[src/rtl/spi_word_capture.sv]
// SPI capture front-end: synchronises the raw SPI lines into sys_clk, frames on SS and
// deserialises MOSI/MISO in parallel into word pairs offered through a valid/ack handshake.
module spi_word_capture #(
    parameter int DATA_SIZE   = 8,
    parameter int SYNC_STAGES = 2
) (
    input  logic                 sys_clk,
    input  logic                 rst,
    input  logic                 sclk_in,
    input  logic                 ss_in,
    input  logic                 mosi_in,
    input  logic                 miso_in,
    output logic [DATA_SIZE-1:0] mosi_data,
    output logic [DATA_SIZE-1:0] miso_data,
    output logic                 data_valid,
    input  logic                 data_ack,
    output logic                 frame_active,
    output logic                 frame_start,
    output logic                 frame_end,
    output logic                 frame_abort,
    output logic                 overrun
);

    localparam int unsigned NSYNC = SYNC_STAGES;
    localparam int unsigned CNT_W = $clog2(DATA_SIZE);
    localparam logic [CNT_W-1:0] CNT_MAX = CNT_W'(DATA_SIZE - 1);

    localparam int unsigned L_SCLK = 0;
    localparam int unsigned L_SS   = 1;
    localparam int unsigned L_MOSI = 2;
    localparam int unsigned L_MISO = 3;

    typedef enum logic [1:0] {
        WAIT_IDLE,
        IDLE,
        SHIFT
    } state_t;

    logic [3:0]             r_sync [NSYNC];
    logic                   r_prev_sclk;
    logic                   r_prev_ss;
    logic [NSYNC-1:0]       r_fill;

    state_t                 r_state;
    logic [CNT_W-1:0]       r_bit_cnt;
    logic [DATA_SIZE-1:0]   r_mosi_sh;
    logic [DATA_SIZE-1:0]   r_miso_sh;
    logic                   r_word_done;
    logic [DATA_SIZE-1:0]   r_mosi_data;
    logic [DATA_SIZE-1:0]   r_miso_data;
    logic                   r_valid;
    logic                   r_active;
    logic                   r_start;
    logic                   r_end;
    logic                   r_abort;
    logic                   r_overrun;

    logic [3:0]             w_sync;
    logic                   w_primed;
    logic                   w_sclk_rise;
    logic                   w_ss_rise;
    logic                   w_ss_fall;

    assign w_sync      = r_sync[NSYNC-1];
    assign w_primed    = r_fill[NSYNC-1];
    assign w_sclk_rise = w_sync[L_SCLK] & ~r_prev_sclk;
    assign w_ss_rise   = w_sync[L_SS] & ~r_prev_ss;
    assign w_ss_fall   = ~w_sync[L_SS] & r_prev_ss;

    // r_fill marks when the chain output holds a real post-reset sample, so the zeros
    // flushed out of a freshly reset chain are never mistaken for SS being low.
    always_ff @(posedge sys_clk or negedge rst) begin
        if (!rst) begin
            for (int unsigned i = 0; i < NSYNC; i++) r_sync[i] <= '0;
            r_prev_sclk <= 1'b0;
            r_prev_ss   <= 1'b0;
            r_fill      <= '0;
        end else begin
            r_sync[0] <= {miso_in, mosi_in, ss_in, sclk_in};
            for (int unsigned i = 1; i < NSYNC; i++) r_sync[i] <= r_sync[i-1];
            r_prev_sclk <= w_sync[L_SCLK];
            r_prev_ss   <= w_sync[L_SS];
            r_fill      <= {r_fill[NSYNC-2:0], 1'b1};
        end
    end

    always_ff @(posedge sys_clk or negedge rst) begin
        if (!rst) begin
            r_state     <= WAIT_IDLE;
            r_bit_cnt   <= '0;
            r_mosi_sh   <= '0;
            r_miso_sh   <= '0;
            r_word_done <= 1'b0;
            r_mosi_data <= '0;
            r_miso_data <= '0;
            r_valid     <= 1'b0;
            r_active    <= 1'b0;
            r_start     <= 1'b0;
            r_end       <= 1'b0;
            r_abort     <= 1'b0;
            r_overrun   <= 1'b0;
        end else begin
            r_start     <= 1'b0;
            r_end       <= 1'b0;
            r_abort     <= 1'b0;
            r_word_done <= 1'b0;

            case (r_state)
                WAIT_IDLE: begin
                    if (w_primed && !w_sync[L_SS]) r_state <= IDLE;
                end
                IDLE: begin
                    if (w_ss_rise) begin
                        r_start   <= 1'b1;
                        r_active  <= 1'b1;
                        r_bit_cnt <= '0;
                        r_overrun <= 1'b0;
                        r_state   <= SHIFT;
                    end
                end
                SHIFT: begin
                    // SS edges win over a coincident SCLK edge.
                    if (w_ss_fall) begin
                        r_end     <= 1'b1;
                        r_abort   <= (r_bit_cnt != '0);
                        r_active  <= 1'b0;
                        r_bit_cnt <= '0;
                        r_state   <= IDLE;
                    end else if (w_sclk_rise) begin
                        r_mosi_sh <= {r_mosi_sh[DATA_SIZE-2:0], w_sync[L_MOSI]};
                        r_miso_sh <= {r_miso_sh[DATA_SIZE-2:0], w_sync[L_MISO]};
                        if (r_bit_cnt == CNT_MAX) begin
                            r_bit_cnt   <= '0;
                            r_word_done <= 1'b1;
                        end else begin
                            r_bit_cnt <= r_bit_cnt + CNT_W'(1);
                        end
                    end
                end
                default: r_state <= WAIT_IDLE;
            endcase

            // Completed words are published one cycle after the final sample lands.
            if (r_word_done) begin
                r_mosi_data <= r_mosi_sh;
                r_miso_data <= r_miso_sh;
                r_valid     <= 1'b1;
                if (r_valid && !data_ack) r_overrun <= 1'b1;
            end else if (r_valid && data_ack) begin
                r_valid <= 1'b0;
            end
        end
    end

    assign mosi_data    = r_mosi_data;
    assign miso_data    = r_miso_data;
    assign data_valid   = r_valid;
    assign frame_active = r_active;
    assign frame_start  = r_start;
    assign frame_end    = r_end;
    assign frame_abort  = r_abort;
    assign overrun      = r_overrun;

endmodule
[config.mk]
export PLATFORM = sky130hd
export DESIGN_NAME = spi_word_capture
export DESIGN_NICKNAME = d
export VERILOG_FILES = /design/src/rtl/spi_word_capture.sv
export SDC_FILE = /design/constraint.sdc
export NUM_CORES = 1
export LEC_CHECK = 0
export ABC_CLOCK_PERIOD_IN_PS = 3050
export BUFFER_PORTS_ARGS = -buffer_cell sky130_fd_sc_hd__buf_2
export CAP_MARGIN = 20
export CORE_MARGIN = 3
export CORE_UTILIZATION = 55
export DETAILED_ROUTE_END_ITERATION = 6
export PLACE_DENSITY = 0.77
export SKIP_LAST_GASP = 1
export SLEW_MARGIN = 20
export SYNTH_ARGS = -nofsm -noshare
export SYNTH_HDL_FRONTEND = slang
export SYNTH_SLANG_ARGS = --single-unit
export TNS_END_PERCENT = 1
[constraint.sdc]
create_clock -name sys_clk -period 3.05 [get_ports sys_clk]
set_clock_uncertainty 0.15 [all_clocks]
set_input_delay 0.61 -clock sys_clk [delete_from_list [all_inputs] [get_ports sys_clk]]
set_output_delay 0.61 -clock sys_clk [all_outputs]
set_load 0.005 [all_outputs]
## Yosys cells after proc, flatten, opt, wreduce, memory -nomap -nowiden

Cells that the tools add are included.

- Memory bits (read-only): 0
- Flip-flop bits (word level): 56
- Input port bits: 7
- Bits in latches: 0
- Output and inout port bits: 22
- Memory bits (writable): 0
- Memories: 0

- Add/subtract/negate cells: 1
- Divide/modulo/power cells: 0
- Reduce and logical (&&, ||, !) cells: 13
- $lt $le $gt $ge: 0
- $mul: 0
- Bitwise operators: 7
- Equal/unequal tests: 7
- Shifts and indexed selects: 0
- Multiplexer cells: 28

Operators by type and width:

| kind | count |
|---|---|
| $mux W1 | 18 |
| $mux W3 | 4 |
| $reduce_and A3 Y1 | 4 |
| $mux W2 | 3 |
| $ne A2 B2 Y1 const B | 3 |
| $pmux W2 S3 | 1 |
| $pmux W3 S2 | 1 |
| $not A1 Y1 | 4 |
| $reduce_bool A2 Y1 | 2 |
| $add A3 B1 Y3 const B | 1 |
| $and A1 B1 Y1 | 3 |
| $eq A3 B3 Y1 const B | 1 |
| $logic_and A1 B1 Y1 | 3 |
| $ne A3 B3 Y1 const B | 1 |
| $reduce_bool A3 Y1 | 1 |
| $eq A2 B1 Y1 const B | 1 |
| $eq A2 B2 Y1 const B | 1 |
| $logic_not A1 Y1 | 2 |
| $logic_not A2 Y1 | 1 |
| $pmux W1 S2 | 1 |

## Longest topological paths before layout

Gate-level depths: netlist (run 1).

- Depth in word-level cells: 6
- Depth in mapped cells: 4
- Depth with buffers taken out: 4

## Worst setup path before layout (run 1)

OpenSTA, ideal clock, no wires.

- Path type: reg-to-reg
- Start point: register r_state[0]
- End point: register r_miso_sh[0]
- Clock period less this slack: 1.445 ns
- Arrival: 1.169 ns
- Setup time: 0.125 ns
- Setup slack: 1.605 ns
- Data required time: 2.775 ns
- Buffers on the path: 1
- Stages on the path, launching flop included: 5
- Path through: dfrtp_1 > nor2b_4 > and3_4 > buf_8 > mux2_4

- Longest elaborated chain between the ends: 2

RTL lines:

| element | line | text |
|---|---|---|
| from (decl) | 44 | `state_t r_state;` |
| from (signal assigned) | 89 | `r_state <= WAIT_IDLE;` |
| from (signal assigned) | 110 | `if (w_primed && !w_sync[L_SS]) r_state <= IDLE;` |
| from (signal assigned) | 118 | `r_state <= SHIFT;` |
| $eq A2 B2 Y1 | 108 | `case (r_state)` |
| $reduce_and A3 Y1 (no line) | -- |  |
| to (signal assigned) | 131 | `r_miso_sh <= {r_miso_sh[DATA_SIZE-2:0], w_sync[L_MISO]};` |
| to (decl) | 47 | `logic [DATA_SIZE-1:0] r_miso_sh;` |

Every way passes these cells.
A chain may end at the register's enable or synchronous reset.

## Final worst setup path (run 1)

- Start point: register r_prev_sclk
- End point: register r_miso_sh[3]

- Longest elaborated chain between the ends: 3

RTL lines:

| element | line | text |
|---|---|---|
| from (decl) | 40 | `logic r_prev_sclk;` |
| from (signal assigned) | 81 | `r_prev_sclk <= w_sync[L_SCLK];` |
| $not A1 Y1 | 66 | `assign w_sclk_rise = w_sync[L_SCLK] & ~r_prev_sclk;` |
| $and A1 B1 Y1 | 66 |  |
| $reduce_and A3 Y1 (no line) | -- |  |

Every way passes these cells.

==> results.yml, run 1 <==
status:
  status: "finished clean"
timing:
  fmax_mhz: 610
  hold_violations: 0
  rsz0062_at_grt: "false"
  setup_viol: 0
  slew_headroom_pct: 51.0
  maxSlewViolCount: 0
  tns_ps: 0
  timing.final.crit_period_ps: 1640
  post-route-period-util_pct: 53.7
  tightestPinTransition_ps: 735
synth:
  synth_area_per_cell_um2: 16.3
  ys_ff_latch: 56
  ys_types: 25
  syn_inst: 129
  synth_edf_count: 0
  synth_top_area_cell: "dfrtp_1"
  synth_nets: 139
  synth-seq-area-share_pct: 66.5
  synthArstFlopShare_pct: 100
  synth_commonest_cells: "56 x dfrtp_1, 16 x mux2_2, 16 x mux2_4, 6 x inv_1, 6 x nand2_1"
  ys.flop_type: "dfrtp_1"
  yosys_warnings: 0
  synthTopCellsByArea: "dfrtp_1 67%, mux2_4 11%, mux2_2 8.6%, ha_1 1.8%, o2bb2ai_1 1.2%"
  yosysTopAreaCellShare_pct: 66.5
  synth_most_common_cell: "dfrtp_1"
  syn-cell-area_um2: 2110
final_layout:
  antennaDiodeCount: 0
  drive_above_1_share_pct: 43.2
  final_net_count: 171
  areaGrowthSynthToFinish_pct: 12.5
  final_area_um2: 2370
  post-route-util_pct: 67.3
die:
  die_x_um: 67.9
  dieHeight_um: 67.9
  die_area_um2: 4610
  io_pins: 29
  start_util_pct: 59.8
  core_um2: 3520
  row_count: 21
power:
  power_density_nw_per_um2: 588
  vdd.ir_drop.worst_mv: 0.374
  p_leak_nw: 1.25
placed_design:
  gp_congestion: 0.704
  post-dp-hpwl_mm: 2.10
  place_area_um2: 2270
  io_buffers: 28
critical_path:
  rr_startpoint: "r_prev_sclk"
  r2r_slack_ps: 1410
  cp-end-kind: "flop"
  cp-start-kind: "flop"
  crit_path_max_fanout: 20
  cp_cell_sequence: "nor2b_1 > and3_4 > mux2_4"
  worst-setup-path-type: "flop to flop"
  critPathArrivalTime_ps: 1690
  crit_path_max_incr_delay_ps: 460
  reg2regPathDepth: 3
  required_ps: 3100
  cp_slowest_cell: "and3_4"
  rr_endpoint: "r_miso_sh[3]"
clock_network:
  clkLatencyLatePin_ps: 300
  hold_buffers: 0
  clockBufferDepth: 2
  htree_levels: 2
  cts_sinks: 56
  postCtsSetupBuffers: 0
  ctsResizeCount: 0
  cts_tree: "yes"
  numCtsBuffers: 5
  clkTransAtPathRegs_ps: 90
  clockRootBuffer: "clkbuf_8"
route:
  drc: 0
  postRouteAntennaNets: 0
  wirelength_mm: 3.23
  wl_per_cell_um: 15.5
  first_pass_iters: 4
  drt_iter0_drc: 35
  route.vias.total: 1083
  post_drt_via_cell_ratio: 5.21
flow_run:
  max_cap_viol_count: 0
grt:
  overflow: 0
  grt_usage_pct: 17.7
  antenna_found_initial: 0
  grt_pass1_vias: 1185
  grt_pass1_wl_mm: 5.69
  grt_start_max_net_pins: 35
hold_path:
  hold_class: "input port to asynchronous set/reset pin"
==> critical path, delay by kind of cell, from the launching register on <==
| kind | cells | cell delay (ps) |
|---|---|---|
| DFF | 1 | 370 |
| muxes | 1 | 340 |
| and+or+nand+nor | 2 | 660 |
==> metrics by stage <==
stage	setup WS [ps]	power [W]	hold slack (ps)	std cells
after floorplan	1610	0.000944	164	129
after global placement	1460	0.000980	182	200
after detailed placement	1410	0.000999	186	200
after CTS	1400	0.00142	212	208
after global routing	1340	0.00147	217	208
final	1410	0.00139	188	208
==> cell families after synthesis <==
logic type	after synthesis	share of synthesized area (%)
adders and majority gates	3	1.78
DFF	56	66.5
AOI/OAI and AO/OA	10	3.51
buffers and inverters	10	2.79
and+or+nand+nor	17	5.23
other	1	0.178
muxes	32	20.0
==> where the power goes <==
part / leakage, nW / switching (W) / internal, W / total [W]
clock: 0.0445 / 0.000222 / 0.000185 / 0.000407
combinational: 0.465 / 0.0000615 / 0.0000782 / 0.000140
sequential: 0.744 / 0.0000464 / 0.000800 / 0.000846
total: 1.25 / 0.000330 / 0.00106 / 0.00139
==> final cells by class <==
type | instances | area [um^2]
multi-input combinational | 63 | 646
timing repair buffer | 29 | 148
sequential | 56 | 1400
fill | 260 | 1150
clock buffer | 7 | 86.3
clock inverter | 1 | 7.51
inverter | 6 | 22.5
tap | 46 | 57.6
==> cells in the final DEF, fill, tap and decap left out <==
cell and n:
a21oi_1 2, a32o_1 1, buf_2 28, and2b_1 2
ha_1 3, mux2_4 16, dfrtp_1 56, o2bb2ai_1 3
o21a_1 1, clkinvlp_4 1, clkbuf_8 6, mux2_2 16
or2b_1 1, a21o_1 2, nor2b_1 2, o21ai_0 1
nand4bb_1 1, nor2_1 1, clkbuf_1 1, nand2b_1 1
inv_1 6, nand2_1 6, and3_4 1, nor2b_4 1
conb_1 1, buf_4 1, and2_1 1
==> per-layer routing <==
| metal | vias up | routed length [um] | track usage [%] |
|---|---|---|---|
| met4 | 0 | 55 | 6.70 |
| met2 | 25 | 1630 | 29.6 |
| met3 | 6 | 167 | 6.24 |
| li1 | 499 | - | - |
| met5 | - | 0 | 0 |
| met1 | 553 | 1370 | 21.0 |
==> how the worst max path moves through the flow <==
stage,start,end,slack (ps),cells past startpoint
after floorplan,r_state[0],r_miso_sh[0],1610,4
after global placement,rst,r_prev_sclk,1460,2
after detailed placement,rst,r_fill[0],1410,2
after CTS,mosi_data[1],mosi_data[1],1400,1
after global routing,w_sync[0],r_mosi_sh[2],1340,3
final,r_prev_sclk,r_miso_sh[3],1410,3
==> sequential cells by signal, summed over array words and instances (netlist names) <==
| name | cells |
|---|---|
| data_valid | 1 |
| frame_abort | 1 |
| frame_active | 1 |
| frame_end | 1 |
| frame_start | 1 |
| miso_data | 8 |
| mosi_data | 8 |
| overrun | 1 |
| r_bit_cnt | 3 |
| r_fill | 2 |
| r_miso_sh | 8 |
| r_mosi_sh | 8 |
| r_prev_sclk | 1 |
| r_prev_ss | 1 |
| r_state | 2 |
| r_sync | 4 |
| r_word_done | 1 |
| w_sync | 4 |
Note: power is estimated with default switching activity, not from simulation.
==> run 2: changes to the inputs <==
--- a/config.mk
+++ b/config.mk
@@ -5,7 +5,8 @@
 export SDC_FILE = /design/constraint.sdc
 export NUM_CORES = 1
 export LEC_CHECK = 0
-export ABC_CLOCK_PERIOD_IN_PS = 3050
+export ABC_AREA = 1
+export ABC_CLOCK_PERIOD_IN_PS = 1650
 export BUFFER_PORTS_ARGS = -buffer_cell sky130_fd_sc_hd__buf_2
 export CAP_MARGIN = 20
 export CORE_MARGIN = 3
==> constraint.sdc (replaced) <==
create_clock -name sys_clk -period 1.65 [get_ports sys_clk]
set_clock_uncertainty 0.15 [all_clocks]
set_input_delay 0.33 -clock sys_clk [delete_from_list [all_inputs] [get_ports sys_clk]]
set_output_delay 0.33 -clock sys_clk [all_outputs]
set_load 0.005 [all_outputs]
==> run 2 against run 1 <==
- die area decreased by 1.5%
- routed wire length rose by 7.8%
- first-iteration DRC count grew to 3.2 times the previous value
- critical path depth is 4 higher
- highest routed layer unchanged
==> results.yml, run 2 <==
synth:
  synth-seq-area-share_pct: 67.6
  yosys_warnings: 0
  synthTopCellsByArea: "dfrtp_1 68%, nand2_1 18%, inv_1 3.1%, o21ai_0 2.4%, ha_1 1.8%"
  synth_commonest_cells: "100 x nand2_1, 56 x dfrtp_1, 17 x inv_1, 10 x o21ai_0, 9 x nor2_1"
  synthArstFlopShare_pct: 100
  yosysTopAreaCellShare_pct: 67.6
  syn_inst: 213
  syn-cell-area_um2: 2070
  synth_area_per_cell_um2: 9.73
  ys.flop_type: "dfrtp_1"
  synth_edf_count: 0
  synth_most_common_cell: "nand2_1"
  synth_nets: 223
  ys_types: 16
  synth_top_area_cell: "dfrtp_1"
  ys_ff_latch: 56
placed_design:
  placedCellCount: 284
  place_ws_ps: 210
  gp_congestion: 0.740
  io_buffers: 28
  post-dp-hpwl_mm: 2.25
  place_area_um2: 2270
critical_path:
  rr_endpoint: "r_bit_cnt[1]"
  cp_cell_sequence: "ha_1 > ha_1 > nor2_1 > nand2_1 > nor2_1 > nand3_1 > nand2_1"
  critPathArrivalTime_ps: 1590
  critPathBufInv: 0
  rr_startpoint: "r_bit_cnt[0]"
  reg2regPathDepth: 7
  crit_path_max_incr_delay_ps: 420
  crit_path_max_fanout: 4
  cp_slowest_cell: "dfrtp_1"
  cpLargestDelayFamily: "simple AND/OR/NAND/NOR gates"
  r2r_slack_ps: 150
  cp-end-kind: "flop"
  required_ps: 1750
  worst-setup-path-type: "flop to flop"
  cp-start-kind: "flop"
  worstSetupPathDepth: 7
clock_network:
  clkTransAtPathRegs_ps: 90
  clkLatencyLatePin_ps: 310
  cts_sinks: 56
  clockBufferDepth: 2
  postCtsSetupBuffers: 0
  numCtsBuffers: 5
  cts_tree: "yes"
  clockRootBuffer: "clkbuf_8"
  htree_levels: 2
hold_path:
  holdPathStages: 4
  min_to: "data_valid"
  hold_class: "input port to flop"
  min_from: "data_ack"
route:
  wl_per_cell_um: 11.7
  highest_layer: "met4"
  wl_met1_mm: 1.66
  wirelength_mm: 3.48
  postRouteAntennaNets: 0
  drc: 0
  met3WireLength_um: 144
  met2_length_mm: 1.59
  route.vias.total: 1456
  post_drt_via_cell_ratio: 4.90
  first_pass_iters: 4
  drt_iter0_drc: 111
timing:
  setup_ws_ps: 152
  timing.final.crit_period_ps: 1500
  fmax_mhz: 667
  tightestPinTransition_ps: 616
  hold_violations: 0
  rsz0062_at_grt: "false"
  post-route-period-util_pct: 90.8
  maxSlewViolCount: 0
  slew_headroom_pct: 58.9
  setup_viol: 0
  tns_ps: 0
grt:
  antenna_found_initial: 0
  grt_pass1_vias: 1352
  grt_pass1_wl_mm: 5.82
  grt_start_max_net_pins: 57
  grt_usage_pct: 17.6
  overflow: 0
final_layout:
  fill_cells: 266
  areaGrowthSynthToFinish_pct: 17.7
  final_area_um2: 2440
  drive_above_1_share_pct: 17.5
  multi_input_area_um2: 573
  final_net_count: 260
  layout_common_cells: "100 x nand2_1, 56 x dfrtp_1, 28 x buf_2"
  antennaDiodeCount: 0
  final_common_cell: "nand2_1"
  register_area_um2: 1400
  fin_cells: 297
die:
  die_area_um2: 4540
  dieHeight_um: 67.4
  io_pins: 29
  row_count: 21
  start_util_pct: 59.7
  core_um2: 3470
  die_x_um: 67.4
power:
  p_leak_nw: 1.38
  power_density_nw_per_um2: 1160
  vdd.ir_drop.worst_mv: 0.825
flow_run:
  max_cap_viol_count: 0
status:
  status: "finished clean"
run 2: changes by cell type after synthesis, moves of 8 or more:
| cell | change |
|---|---|
| inv_1 | +11 |
| mux2_4 | -16 |
| mux2_2 | -16 |
| nor2_1 | +8 |
| o21ai_0 | +9 |
| nand2_1 | +94 |
run 2: power breakdown:
group | total (W) | switching (W) | internal, W
Combinational | 0.000328 | 0.000206 | 0.000121
Clock | 0.000922 | 0.000425 | 0.000496
Sequential | 0.00158 | 0.0000887 | 0.00149
run 2: what timing repair did:
item | in CTS | in global routing
hold buffers | 5 | 0
resized for setup | 0 | 0
hold endpoints to repair | 60 | 0
run 2: layer usage:
layer,global-route usage (%),vias to the layer above
li1,-,715
met1,22.3,699
met2,27.5,33
met3,4.49,9
met4,10.1,0
met5,0,-
run 2: area by class of cell:
cell class	count	share of cell area [%]
clock inverters	2	1.59
inverters	18	2.77
flip-flops and latches	56	57.5
repair buffers	35	8.93
well taps	46	2.36
clock buffers	6	3.39
multi-input cells	134	23.5
run 2: how the worst max path moves through the flow:
stage                             from      endpoint  slack, ps
after CTS                 r_bit_cnt[0]  r_bit_cnt[1]        180
after floorplan           r_bit_cnt[0]  r_bit_cnt[0]        330
after global placement       w_sync[1]  r_mosi_sh[5]        290
after detailed placement  r_bit_cnt[0]  r_bit_cnt[1]        210
after global routing      r_bit_cnt[0]  r_bit_cnt[1]         70
final                     r_bit_cnt[0]  r_bit_cnt[1]        150
run 2: metrics by stage:
step / total power (W) / hold WS [ps] / utilization, %
3_5_place_dp: 0.00193 / 189 / 65.4
4_1_cts: 0.00285 / 119 / 70.3
2_1_floorplan: 0.00181 / -116 / -
3_3_place_gp: 0.00191 / 181 / 65.4
5_1_grt: 0.00298 / 152 / 70.3
6_report: 0.00283 / 124 / 70.3
run 2: cell families (layout without fill, tap and decap cells):
kind of cell	after synthesis	after routing	share of synthesized area (%)
and+or+nand+nor	119	119	23.0
adders and majority gates	3	3	1.81
buffers and inverters	23	61	4.71
AOI/OAI and AO/OA	11	11	2.66
other	1	1	0.181
DFF	56	56	67.6
run 2: worst register-to-register path, cell delays in order, from the launching register on:
cell and delay [ps]:
dfrtp_1 420, ha_1 220, ha_1 210, nor2_1 120, nand2_1 70, nor2_1 100
nand3_1 80, nand2_1 80
==> run 3: changes to the inputs <==
--- a/config.mk
+++ b/config.mk
@@ -9,10 +9,10 @@
 export ABC_CLOCK_PERIOD_IN_PS = 1650
 export BUFFER_PORTS_ARGS = -buffer_cell sky130_fd_sc_hd__buf_2
 export CAP_MARGIN = 20
-export CORE_MARGIN = 3
+export CORE_ASPECT_RATIO = 0.8
 export CORE_UTILIZATION = 55
 export DETAILED_ROUTE_END_ITERATION = 6
-export PLACE_DENSITY = 0.77
+export PLACE_DENSITY = 0.8
 export SKIP_LAST_GASP = 1
 export SLEW_MARGIN = 20
 export SYNTH_ARGS = -nofsm -noshare
==> run 3 against run 2 <==
- the run now ends with DRC left
- critical endpoint unchanged
- non-clock buffer count is 1 higher
- design area is 1.1% lower
- worst setup slack worse by 5.1 ps
==> results.yml, run 3 (synthesis gave the netlist of run 2 again) <==
power:
  switching_share_pct: 26.2
  comb_power_share_pct: 12.4
  p_leak_nw: 1.38
  power_density_nw_per_um2: 1090
  seq_power_share_pct: 59.9
  intPower_w: 0.00195
  vdd.ir_drop.worst_mv: 0.797
  p_clk_share_pct: 27.7
  p_switching_w: 0.000691
clock_network:
  cts_tree: "yes"
  cts_sinks: 56
  ctsResizeCount: 0
  clkLatencyLatePin_ps: 300
  clkTransAtPathRegs_ps: 90
  clockBufferDepth: 2
  postCtsSetupBuffers: 0
  numCtsBuffers: 5
  clockRootBuffer: "clkbuf_8"
  hold_buffers: 5
  htree_levels: 2
grt:
  grt_use_met3_pct: 4.31
  grt_start_max_net_pins: 57
  overflow: 0
  grt_use_met1_pct: 24.5
  grt_pass1_vias: 1431
  gr-max-usage-layer: "met2"
  met2_usage_pct: 32.9
  grt_pass1_wl_mm: 5.91
  grt_usage_pct: 19.1
  antenna_found_initial: 0
die:
  dieHeight_um: 56.9
  io_pins: 29
  die_x_um: 70.6
  die_area_um2: 4020
  core_um2: 3520
  row_count: 19
  start_util_pct: 58.9
flow_run:
  max_cap_viol_count: 0
route:
  drc: 8
  route.vias.total: 1468
  post_drt_via_cell_ratio: 4.99
  wl_per_cell_um: 11.1
  drt_iter0_drc: 81
  first_pass_iters: 6
  wirelength_mm: 3.28
  postRouteAntennaNets: 0
status:
  violations: "DRC"
  status: "complete, but fails checks"
final_layout:
  drive_above_1_share_pct: 17.9
  areaGrowthSynthToFinish_pct: 16.4
  final_common_cell: "nand2_1"
  fill_cells: 290
  post-route-util_pct: 68.6
  layout_common_cells: "100 x nand2_1, 56 x dfrtp_1, 28 x buf_2"
  antennaDiodeCount: 0
  final_net_count: 261
timing:
  setup_viol: 0
  fmax_mhz: 665
  timing.final.crit_period_ps: 1500
  tns_ps: 0
  maxSlewViolCount: 0
  hold_violations: 0
  rsz0062_at_grt: "false"
  post-route-period-util_pct: 91.1
placed_design:
  io_buffers: 28
  gp_congestion: 0.796
  post-dp-hpwl_mm: 2.20
critical_path:
  r2r_slack_ps: 150
  crit_path_max_fanout: 4
  rr_startpoint: "r_bit_cnt[0]"
  cp-end-kind: "flop"
  rr_endpoint: "r_bit_cnt[1]"
  crit_path_max_incr_delay_ps: 430
  required_ps: 1740
  cp_slowest_cell: "dfrtp_1"
  critPathArrivalTime_ps: 1590
  worst-setup-path-type: "flop to flop"
  reg2regPathDepth: 7
  cp-start-kind: "flop"
  cp_cell_sequence: "ha_1 > ha_1 > nor2_1 > nand2_1 > nor2_1 > nand3_1 > nand2_1"
hold_path:
  holdPathStages: 4
  min_to: "data_valid"
  hold_class: "input port to flop"
  min_from: "data_ack"
[run 3: changes by cell type in the layout (fill, tap and decap cells not counted)]
| cell | change |
|---|---|
| buf_4 | +1 |
| bufinv_16 | -1 |
| clkinv_2 | +2 |
| clkinv_4 | -1 |
[run 3: per-layer routing]
| layer | share of wire (%) | wire [um] |
|---|---|---|
| met5 | 0 | 0 |
| met4 | 1.0 | 34 |
| met1 | 47 | 1540 |
| met3 | 4.4 | 144 |
| met2 | 47 | 1560 |
[run 3: area by class of cell]
type	instances	area, um^2	area share (%)
Clock buffer	6	82.6	3.42
Clock inverter	2	10.0	0.415
Inverter	18	67.6	2.80
Multi-Input combinational cell	134	573	23.8
Sequential cell	56	1400	58.1
Tap cell	42	52.6	2.18
Timing Repair Buffer	36	225	9.34
[run 3: power groups by stage]
| stage | Sequential, W | Clock, W | Combinational (W) |
|---|---|---|---|
| 2_1_floorplan | 0.00159 | 0 | 0.000215 |
| 3_3_place_gp | 0.00160 | 0 | 0.000305 |
| 3_5_place_dp | 0.00161 | 0 | 0.000318 |
| 4_1_cts | 0.00158 | 0.000754 | 0.000331 |
| 5_1_grt | 0.00160 | 0.000810 | 0.000380 |
| 6_report | 0.00158 | 0.000731 | 0.000327 |
[run 3: worst max path at each step]
stage / from / endpoint / cells past startpoint
after floorplan: r_bit_cnt[0] / r_bit_cnt[0] / 7
after global placement: r_bit_cnt[0] / r_bit_cnt[0] / 7
after detailed placement: r_bit_cnt[0] / r_bit_cnt[1] / 7
after CTS: r_bit_cnt[0] / r_bit_cnt[1] / 7
after global routing: r_bit_cnt[0] / r_bit_cnt[1] / 7
final: r_bit_cnt[0] / r_bit_cnt[1] / 7
[run 3: worst max-delay path, delay by kind of cell (launching register included)]
kind / cells / cell delay [ps]
AND/OR/NAND/NOR: 5 / 450
adder cells (fa/ha/maj): 2 / 430
flip-flops: 1 / 430
[run 3: per-stage QoR]
step                hold WS, ps  cell area [um^2]  power, W  setup slack (ps)  std cells
floorplan                  -116              2070   0.00181               328        213
global placement            182              2270   0.00191               290        281
detailed placement          187              2270   0.00193               162        281
CTS                         123              2410   0.00267               145        294
global route                152              2410   0.00279              30.9        294
finish                      133              2410   0.00264               147        294
